==> src/rtl/pipe_pkg.sv <==
// Shared types and constants for the pipeline hazard/stall controller.
// Holds the FSM state type and the enable/flush groups it selects between.
package pipe_pkg;

   typedef enum logic [1:0] {
      ST_RUN,
      ST_MEM_WAIT,
      ST_HALTED
   } pipe_state_t;

   localparam int MEM_TIMEOUT_CYCLES = 255;
   localparam int STALL_CNT_W        = 32;
   localparam int WAIT_CNT_W         = 8;

   typedef struct packed {
      logic pc_en;
      logic en_if_id;
      logic en_id_ex;
      logic en_ex_mem;
      logic en_mem_wb;
      logic flush_if_id;
      logic flush_id_ex;
      logic mem_wb_bubble;
   } pipe_ctl_t;

   localparam pipe_ctl_t CTL_FREEZE = 8'b0000_0000;
   localparam pipe_ctl_t CTL_NORMAL = 8'b1111_1000;
   localparam pipe_ctl_t CTL_STALL  = 8'b0000_1001;

   // Control group for a cycle that is free to advance (no halt, no RAM wait).
   function automatic pipe_ctl_t run_ctl(input logic branch_taken, input logic load_use);
      pipe_ctl_t c;
      c = CTL_NORMAL;
      if (branch_taken) begin
         c.flush_if_id = 1'b1;
         c.flush_id_ex = 1'b1;
      end else if (load_use) begin
         c.pc_en       = 1'b0;
         c.en_if_id    = 1'b0;
         c.flush_id_ex = 1'b1;
      end
      return c;
   endfunction

endpackage

==> src/rtl/pipe_ctrl_sat_counter.sv <==
// Saturating up-counter with synchronous clear; clear wins over increment.
module sat_counter #(
   parameter int W = 8
) (
   input  logic         clk,
   input  logic         rst_n,
   input  logic         clr_i,
   input  logic         inc_i,
   output logic [W-1:0] count_o
);

   logic [W-1:0] cnt_q, cnt_d;

   always_comb begin
      cnt_d = cnt_q;
      if (clr_i)
         cnt_d = '0;
      else if (inc_i && (cnt_q != {W{1'b1}}))
         cnt_d = cnt_q + W'(1);
   end

   always_ff @(posedge clk or negedge rst_n) begin
      if (!rst_n) cnt_q <= '0;
      else        cnt_q <= cnt_d;
   end

   assign count_o = cnt_q;

endmodule

==> src/rtl/pipe_ctrl.sv <==
// Pipeline stall/flush/halt controller: Mealy enables from a RUN/MEM_WAIT/HALTED FSM,
// plus a RAM-wait watchdog and a saturating stalled-cycle counter.
module pipe_ctrl
   import pipe_pkg::*;
(
   input  logic                   clk,
   input  logic                   rst_n,
   input  logic                   halt_mem_wb,
   input  logic                   mem_req_ex_mem,
   input  logic                   mem_ready,
   input  logic                   branch_taken_ex,
   input  logic                   load_use_hazard,
   output logic                   pc_en,
   output logic                   en_if_id,
   output logic                   en_id_ex,
   output logic                   en_ex_mem,
   output logic                   en_mem_wb,
   output logic                   flush_if_id,
   output logic                   flush_id_ex,
   output logic                   mem_wb_bubble,
   output logic                   halted,
   output logic                   mem_timeout,
   output logic [STALL_CNT_W-1:0] stall_count
);

   pipe_state_t           state_q, state_d;
   pipe_ctl_t             ctl;
   logic                  wait_inc, wait_clr;
   logic [WAIT_CNT_W-1:0] wait_cnt;
   logic                  timeout_q, timeout_d;
   logic                  stall_inc;

   always_comb begin
      state_d  = state_q;
      ctl      = CTL_FREEZE;
      wait_inc = 1'b0;
      wait_clr = 1'b0;
      unique case (state_q)
         ST_RUN: begin
            if (halt_mem_wb) begin
               state_d = ST_HALTED;
            end else if (mem_req_ex_mem && !mem_ready) begin
               ctl      = CTL_STALL;
               state_d  = ST_MEM_WAIT;
               wait_inc = 1'b1;
            end else begin
               ctl      = run_ctl(branch_taken_ex, load_use_hazard);
               wait_clr = 1'b1;
            end
         end
         ST_MEM_WAIT: begin
            // Halt is only honoured once the outstanding RAM access completes.
            if (!mem_ready) begin
               ctl      = CTL_STALL;
               wait_inc = 1'b1;
            end else if (halt_mem_wb) begin
               state_d  = ST_HALTED;
               wait_clr = 1'b1;
            end else begin
               ctl      = run_ctl(branch_taken_ex, load_use_hazard);
               state_d  = ST_RUN;
               wait_clr = 1'b1;
            end
         end
         ST_HALTED: state_d = ST_HALTED;
         default:   state_d = ST_RUN;
      endcase
   end

   always_ff @(posedge clk or negedge rst_n) begin
      if (!rst_n) state_q <= ST_RUN;
      else        state_q <= state_d;
   end

   sat_counter #(.W(WAIT_CNT_W)) u_wait_cnt (
      .clk     (clk),
      .rst_n   (rst_n),
      .clr_i   (wait_clr),
      .inc_i   (wait_inc),
      .count_o (wait_cnt)
   );

   assign timeout_d = timeout_q ||
                      ((state_q == ST_MEM_WAIT) && (wait_cnt == WAIT_CNT_W'(MEM_TIMEOUT_CYCLES)));

   always_ff @(posedge clk or negedge rst_n) begin
      if (!rst_n) timeout_q <= 1'b0;
      else        timeout_q <= timeout_d;
   end

   assign stall_inc = !ctl.pc_en && (state_q != ST_HALTED);

   sat_counter #(.W(STALL_CNT_W)) u_stall_cnt (
      .clk     (clk),
      .rst_n   (rst_n),
      .clr_i   (1'b0),
      .inc_i   (stall_inc),
      .count_o (stall_count)
   );

   // Enables are forced low while reset is held, independent of the clock.
   assign {pc_en, en_if_id, en_id_ex, en_ex_mem, en_mem_wb,
           flush_if_id, flush_id_ex, mem_wb_bubble} = rst_n ? ctl : CTL_FREEZE;

   assign halted      = (state_q == ST_HALTED);
   assign mem_timeout = timeout_q;

endmodule
==> config.mk <==
export PLATFORM = sky130hd
export DESIGN_NAME = pipe_ctrl
export DESIGN_NICKNAME = d
export VERILOG_FILES = /design/src/rtl/pipe_pkg.sv /design/src/rtl/pipe_ctrl_sat_counter.sv /design/src/rtl/pipe_ctrl.sv
export SDC_FILE = /design/constraint.sdc
export NUM_CORES = 1
export LEC_CHECK = 0
export CORE_MARGIN = 5
export CORE_UTILIZATION = 54
export DETAILED_ROUTE_END_ITERATION = 8
export PLACE_DENSITY = 0.83
export SLEW_MARGIN = 40
export SYNTH_ARGS = -nofsm -noshare
export SYNTH_HDL_FRONTEND = slang
export SYNTH_SLANG_ARGS = --single-unit
==> constraint.sdc <==
create_clock -name clk -period 3.2 [get_ports clk]
set_input_delay 0.48 -clock clk [delete_from_list [all_inputs] [get_ports clk]]
set_output_delay 0.48 -clock clk [all_outputs]
set_load 0.01 [all_outputs]
After elaboration in Yosys (flattened, before gate mapping)
Cells that the tools add are included.
{ "totals": {"reg_bits": 43, "in_bits": 7, "output_inout_bits": 42, "elab_cells": 51} }
{ "classes": {"addsub": 2, "n_eq_ne": 8, "muxes": 26, "reduce_logical": 11} }
{ "ops": {"columns": ["operator", "count"], "rows": [
  ["2-to-1 mux 8 bit", 7],
  ["adder 32 x 1 -> 32 bit, second input constant", 1],
  ["inequality test 32 bit, second input constant", 1],
  ["case mux 8 bit (2 select lines)", 1],
  ["2-to-1 mux 2 bit", 6],
  ["2-to-1 mux 1 bit", 9],
  ["adder 8 x 1 -> 8 bit, second input constant", 1],
  ["== test 8 bit, second input constant", 1],
  ["inequality test 8 bit, second input constant", 1],
  ["case mux 2 bit (3 select lines)", 1],
  ["logical AND 1 bit", 5],
  ["inequality test 2 bit, second input constant", 2],
  ["case mux 1 bit (2 select lines)", 2],
  ["inequality test 3 bit, second input constant", 1],
  ["== test 2 x 1 -> 1 bit, second input constant", 1],
  ["== test 2 bit, second input constant", 1],
  ["zero test 1 bit", 2],
  ["zero test 2 bit", 1],
  ["AND reduction 2 bit", 1],
  ["nonzero test 2 bit", 1],
  ["logical OR 1 bit", 1]
]} }

Depth between registers and ports, before layout
{ "depth": {"depth_word": 8, "mapped_depth": 9, "depth_no_buf": 7} }

Cells and area by module
Synthesis repeated with hierarchy kept, for this count alone.
{ "hier_totals": {"cells_unflattened": 280, "hier_area_um2": 2610.0} }
{ "by_module_without_submodules": {"columns": ["mod", "instances", "cells_each", "area_each_um2"], "rows": [
  ["sat_counter (u_stall_cnt)", 1, 198, 1854.3],
  ["sat_counter (u_wait_cnt)", 1, 49, 464.2],
  ["pipe_ctrl", 1, 33, 291.5]
]} }

Least setup slack after synthesis
Ideal clock, no wire load.
{ "synth_timing": {"kind": "register to register", "from": "register u_stall_cnt.cnt_q[0] (netlist: u_stall_cnt.count_o[0])", "to": "register u_stall_cnt.cnt_q[1] (netlist: u_stall_cnt.count_o[1])", "setup_ns": 0.127, "t_arrival_ns": 1.772, "required_ns": 3.073, "path_slack_ns": 1.300, "path_stages_with_launch": 8, "period_less_slack_ns": 1.900, "path_cell_list": "dfrtp_1 > ha_1 > clkbuf_1 > nand3_1 > nor4_4 > inv_2 > o21a_4 > mux2_1"} }
{ "synth_between": {"elab_chain_len": 2, "elab_cells_between_ends": 3, "classes_between": "1 x add/sub; 1 x eq/ne; 1 x reduce/logical"} }
{ "synth_lines": {"columns": ["item", "line_no", "source"], "rows": [
  ["start: declaration", "pipe_ctrl_sat_counter.sv:12", "logic [W-1:0] cnt_q, cnt_d;"],
  ["start signal: assignment", "pipe_ctrl_sat_counter.sv:24", "else cnt_q <= cnt_d;"],
  ["branches (longest 2 deep; another with adder 32 x 1 -> 32 bit)", null, null]
]} }
Several ways; the timed one is not identified.
A chain may end at the register's enable or synchronous reset.

Worst setup path after layout
{ "layout_timing": {"from": "input port halt_mem_wb", "to": "output port en_if_id"} }
{ "layout_between": {"elab_chain_len": 4, "elab_cells_between_ends": 5, "classes_between": "5 x mux"} }
{ "layout_lines": {"columns": ["item", "line_no", "source"], "rows": [
  ["start: declaration", "pipe_ctrl.sv:8", "input logic halt_mem_wb,"],
  ["2-to-1 mux 8 bit", "pipe_ctrl.sv:56", "end else if (halt_mem_wb) begin"],
  ["2-to-1 mux 8 bit", "pipe_ctrl.sv:53", "if (!mem_ready) begin"],
  ["case mux 8 bit (2 select lines) (*)", "pipe_ctrl.sv:38", "unique case (state_q)"],
  ["2-to-1 mux 8 bit (*)", "pipe_ctrl.sv:103", "flush_if_id, flush_id_ex, mem_wb_bubble} = rst_n ? ctl : CTL_FREEZE;"],
  ["end: declaration", "pipe_ctrl.sv:14", "output logic en_if_id,"]
]} }
Mark *: on every way between the ends. The rest lies on a longest branch, timed or not.

==> implementation parameters <==
Parameter                              Value

Setup path
  Type of element launching the critical path ... input pin
  Nature of the critical path endpoint ... output pin
  Endpoint arrival time on the critical path ... 2.15 ns
  Ordered list of cells on the worst path ... clkdlybuf4s50_1, nor2_1, and3_1, and2_1, clkdlybuf4s50_1
  Critical path type ... input pin to output pin
  Most prevalent standard cell on the critical path ... sky130_fd_sc_hd__clkdlybuf4s50_1
  Max FO, Critical Path ... 5
  Critical path's largest stage delay ... 0.54 ns
  CP Data Required Time ... 2.72 ns
  Cell with the largest stage delay on the worst path ... sky130_fd_sc_hd__clkdlybuf4s50_1

Floorplanning
  Number of placed I/O pins ... 49
  Row count ... 23
  Y dimension of the die ... 73.7 um
  Initial Utilization ... 55.1%
  Die area ... 0.00543 sq mm
  Core area ... 0.00397 sq mm
  Width of the chip ... 73.7 um

Clock tree
  Number of hold-repair buffers added at the cts stage ... 0
  Master cell of the clock root buffer ... sky130_fd_sc_hd__clkbuf_8
  Cells resized by post-CTS repair ... 0
  TritonCTS clock tree ... yes
  H-tree depth ... 2
  Post-CTS setup buffer count ... 0
  Num CTS Buffers ... 5
  Clock net sink count ... 43
  Clock latency on the worst-skew pair ... 0.29 ns
  Clock-pin transition on the worst setup and hold timing paths ... 0.08 ns
  Number of buffers between clock root and the deepest sink ... 2

Synthesis
  Syn_nets ... 213
  Cells taking the most area after synthesis ... sky130_fd_sc_hd__dfrtp_1 49%, sky130_fd_sc_hd__xnor2_1 11%, sky130_fd_sc_hd__nand4_1 6.3%
  Largest area contributor in the netlist ... sky130_fd_sc_hd__dfrtp_1
  Sequential element share of the synthesized area ... 49.1%
  Netlist Area Pre-Place ... 0.00219 sq mm
  Average instance area after synthesis ... 10.7 sq um
  Flop and latch count out of synthesis ... 43
  Number of distinct library cells after synthesis ... 36
  Area share of the largest cell type after synthesis ... 49.1%
  Synthesis warning total ... 0
  Synthesized netlist cell count ... 204

GRT
  Vias in the first global route ... 1736
  Antenna violations before repair ... 0
  First-pass GRT wire length ... 7990 um
  GR met1 Demand/Resource ... 26.0%
  Total gr overflow ... 0
  Met3 usage in global routing ... 4.38%
  Tot GR Track Use ... 19.0%
  Most heavily used metal layer in global routing ... met2
  Met2 Usage GRT ... 29.3%
  Maximum number of pins on one net before global-route repair ... 25

Pwr
  Leakage power ... 1.26 nW
  Total power consumption of the routed design ... 1.22 mW
  Worst voltage drop across the vdd grid ... 0.000306 V
  Total power per unit cell area ... 433 mW/mm^2

STA
  Transition time of the tightest slew-check pin ... 0.398 ns
  Time the final worst path needs with I/O delays and setup ... 2.63 ns
  Number of setup violations in the final report ... 0
  Share of the clock period used by the worst path ... 82.0%
  Final Hold Violating Endpoints ... 0
  Final critical-path setup slack ... 0.574 ns
  Setup Total Neg Slack ... 0 ns
  Maximum clock frequency ... 381 MHz
  Layout Skew ... 0.00393 ns
  Worst slew margin relative to its limit ... 73.4%
  Pins Over Slew Limit ... 0
  Unrepaired setup endpoints after global routing ... false

Outcome
  Status ... completed

Routing
  Iteration-0 DRC count of the detailed router ... 94
  Number of iterations in the first detailed-routing pass ... 4
  Count of unresolved DRC violations after routing ... 0
  Routed vias/inst ... 5.65
  Overall via count from detail_route ... 1723
  Residual antenna-violating net count after detailed routing ... 0
  Average wire length per cell after detail routing ... 15.0 um
  Total length of routed wires ... 4560 um

Cells and area
  Area growth, synth to finish ... 29.1%
  Commonest non-fill, non-tap cell in the layout ... sky130_fd_sc_hd__clkdlybuf4s50_1
  Commonest cells after routing, fill and taps aside ... 47 x sky130_fd_sc_hd__clkdlybuf4s50_1, 43 x sky130_fd_sc_hd__dfrtp_1, 27 x sky130_fd_sc_hd__xnor2_1
  Final net count ... 263
  Fill cell total of the finished layout ... 317
  N_diodes ... 0
  Layout cells sized above 1 ... 7.84%

Run
  Number of max-cap violations ... 0

Placement
  Placed wire-length estimate after detailed placement ... 3250 um
  Place WS ... 0.568 ns
  Gp weighted congestion ... 0.888
  Number of input and output port buffers inserted ... 48

Hold path
  Class of the tightest hold or removal check ... input pin to asynchronous set/reset pin
==> synthesized netlist by cell type <==
cell type                   n
sky130_fd_sc_hd__o21ai_0    1
sky130_fd_sc_hd__mux2_1     1
sky130_fd_sc_hd__clkbuf_1   2
sky130_fd_sc_hd__and2_1     5
sky130_fd_sc_hd__a21oi_1    3
sky130_fd_sc_hd__dfrtp_1   43
sky130_fd_sc_hd__nand3_2    3
sky130_fd_sc_hd__nand4_2    1
sky130_fd_sc_hd__a21o_1     1
sky130_fd_sc_hd__ha_1       2
sky130_fd_sc_hd__nand4_1   22
sky130_fd_sc_hd__nand2_1    9
sky130_fd_sc_hd__inv_2      1
sky130_fd_sc_hd__o21a_4     1
sky130_fd_sc_hd__and4_1     5
sky130_fd_sc_hd__and3_1    12
sky130_fd_sc_hd__o221a_2    1
sky130_fd_sc_hd__xor2_1     9
sky130_fd_sc_hd__buf_6      2
sky130_fd_sc_hd__o21a_1     3
sky130_fd_sc_hd__nor2b_1    1
sky130_fd_sc_hd__inv_1      5
sky130_fd_sc_hd__o21bai_1   1
sky130_fd_sc_hd__nor2_1    18
sky130_fd_sc_hd__nand3_1   12
sky130_fd_sc_hd__and4b_1    1
sky130_fd_sc_hd__xnor2_1   27
sky130_fd_sc_hd__nand2b_1   1
sky130_fd_sc_hd__buf_1      1
sky130_fd_sc_hd__nor4_4     1
sky130_fd_sc_hd__a32oi_2    1
sky130_fd_sc_hd__o41ai_1    1
sky130_fd_sc_hd__nor3_1     2
sky130_fd_sc_hd__buf_4      2
sky130_fd_sc_hd__mux2i_1    2
sky130_fd_sc_hd__nor3_4     1
==> registers in the layout, summed over array words and instances, names as in the netlist <==
signal / count
mem_timeout: 1
state_q: 2
u_stall_cnt.count_o: 32
u_wait_cnt.count_o: 8
==> layout make-up <==
class | instances | area [sq um] | area share (%)
flip-flops and latches | 43 | 1080 | 38.1
multi-input cells | 148 | 1040 | 36.9
repair buffers | 50 | 490 | 17.4
clock buffers | 6 | 72.6 | 2.57
well taps | 50 | 62.6 | 2.21
clock inverters | 2 | 60.1 | 2.12
inverters | 6 | 22.5 | 0.797
==> stage by stage <==
stage          std cells  area, sq um  hold WS, ns  util [%]
2_1_floorplan        204         2190        0.184         -
3_3_place_gp         297         2690        0.448      67.8
3_5_place_dp         297         2690        0.467      67.8
4_1_cts              305         2830        0.214      71.2
5_1_grt              305         2830        0.236      71.2
6_report             305         2830        0.216      71.2
==> path summary, 6_finish.rpt <==
check	startpoint	cells past startpoint	slack [ns]	end
worst max-delay path	halt_mem_wb	5	0.57	en_if_id
worst max register to register	u_stall_cnt.count_o[0]	6	1.14	u_stall_cnt.count_o[1]
worst min register to register	mem_timeout	2	0.49	mem_timeout
max in group asynchronous	rst_n	2	2.77	u_stall_cnt.count_o[15]
worst min-delay path	rst_n	2	0.22	u_stall_cnt.count_o[27]
min in group clk	mem_timeout	2	0.49	mem_timeout
==> report_power, final <==
group	internal, mW	switching, mW	total, mW	leakage (nW)
Sequential	0.566	0.0289	0.594	0.590
Clock	0.312	0.182	0.494	0.0654
Combinational	0.0643	0.0714	0.136	0.604
==> metal layers <==
metal / up-vias / share of wire (%)
met5: - / 0
met4: 0 / 1.5
met3: 6 / 5.7
met2: 46 / 47
met1: 853 / 46
li1: 818 / -
==> worst max-delay path: cells and delay by family <==
kind                   cells  cell delay (ns)
buffers and inverters      2             1.02
AND/OR/NAND/NOR            3             0.65
==> kinds of logic (layout without fill, tap and decap cells) <==
logic type	Yosys count	after routing	share of synthesized area [%]
AOI/OAI and AO/OA	13	13	4.97
xor gates and xnor gates	36	36	14.4
adders and majority gates	2	2	1.14
buffers and inverters	13	64	3.26
DFF	43	43	49.1
muxes	3	3	1.43
and+or+nand+nor	94	94	25.7
Power figures use the tool's default switching activity.
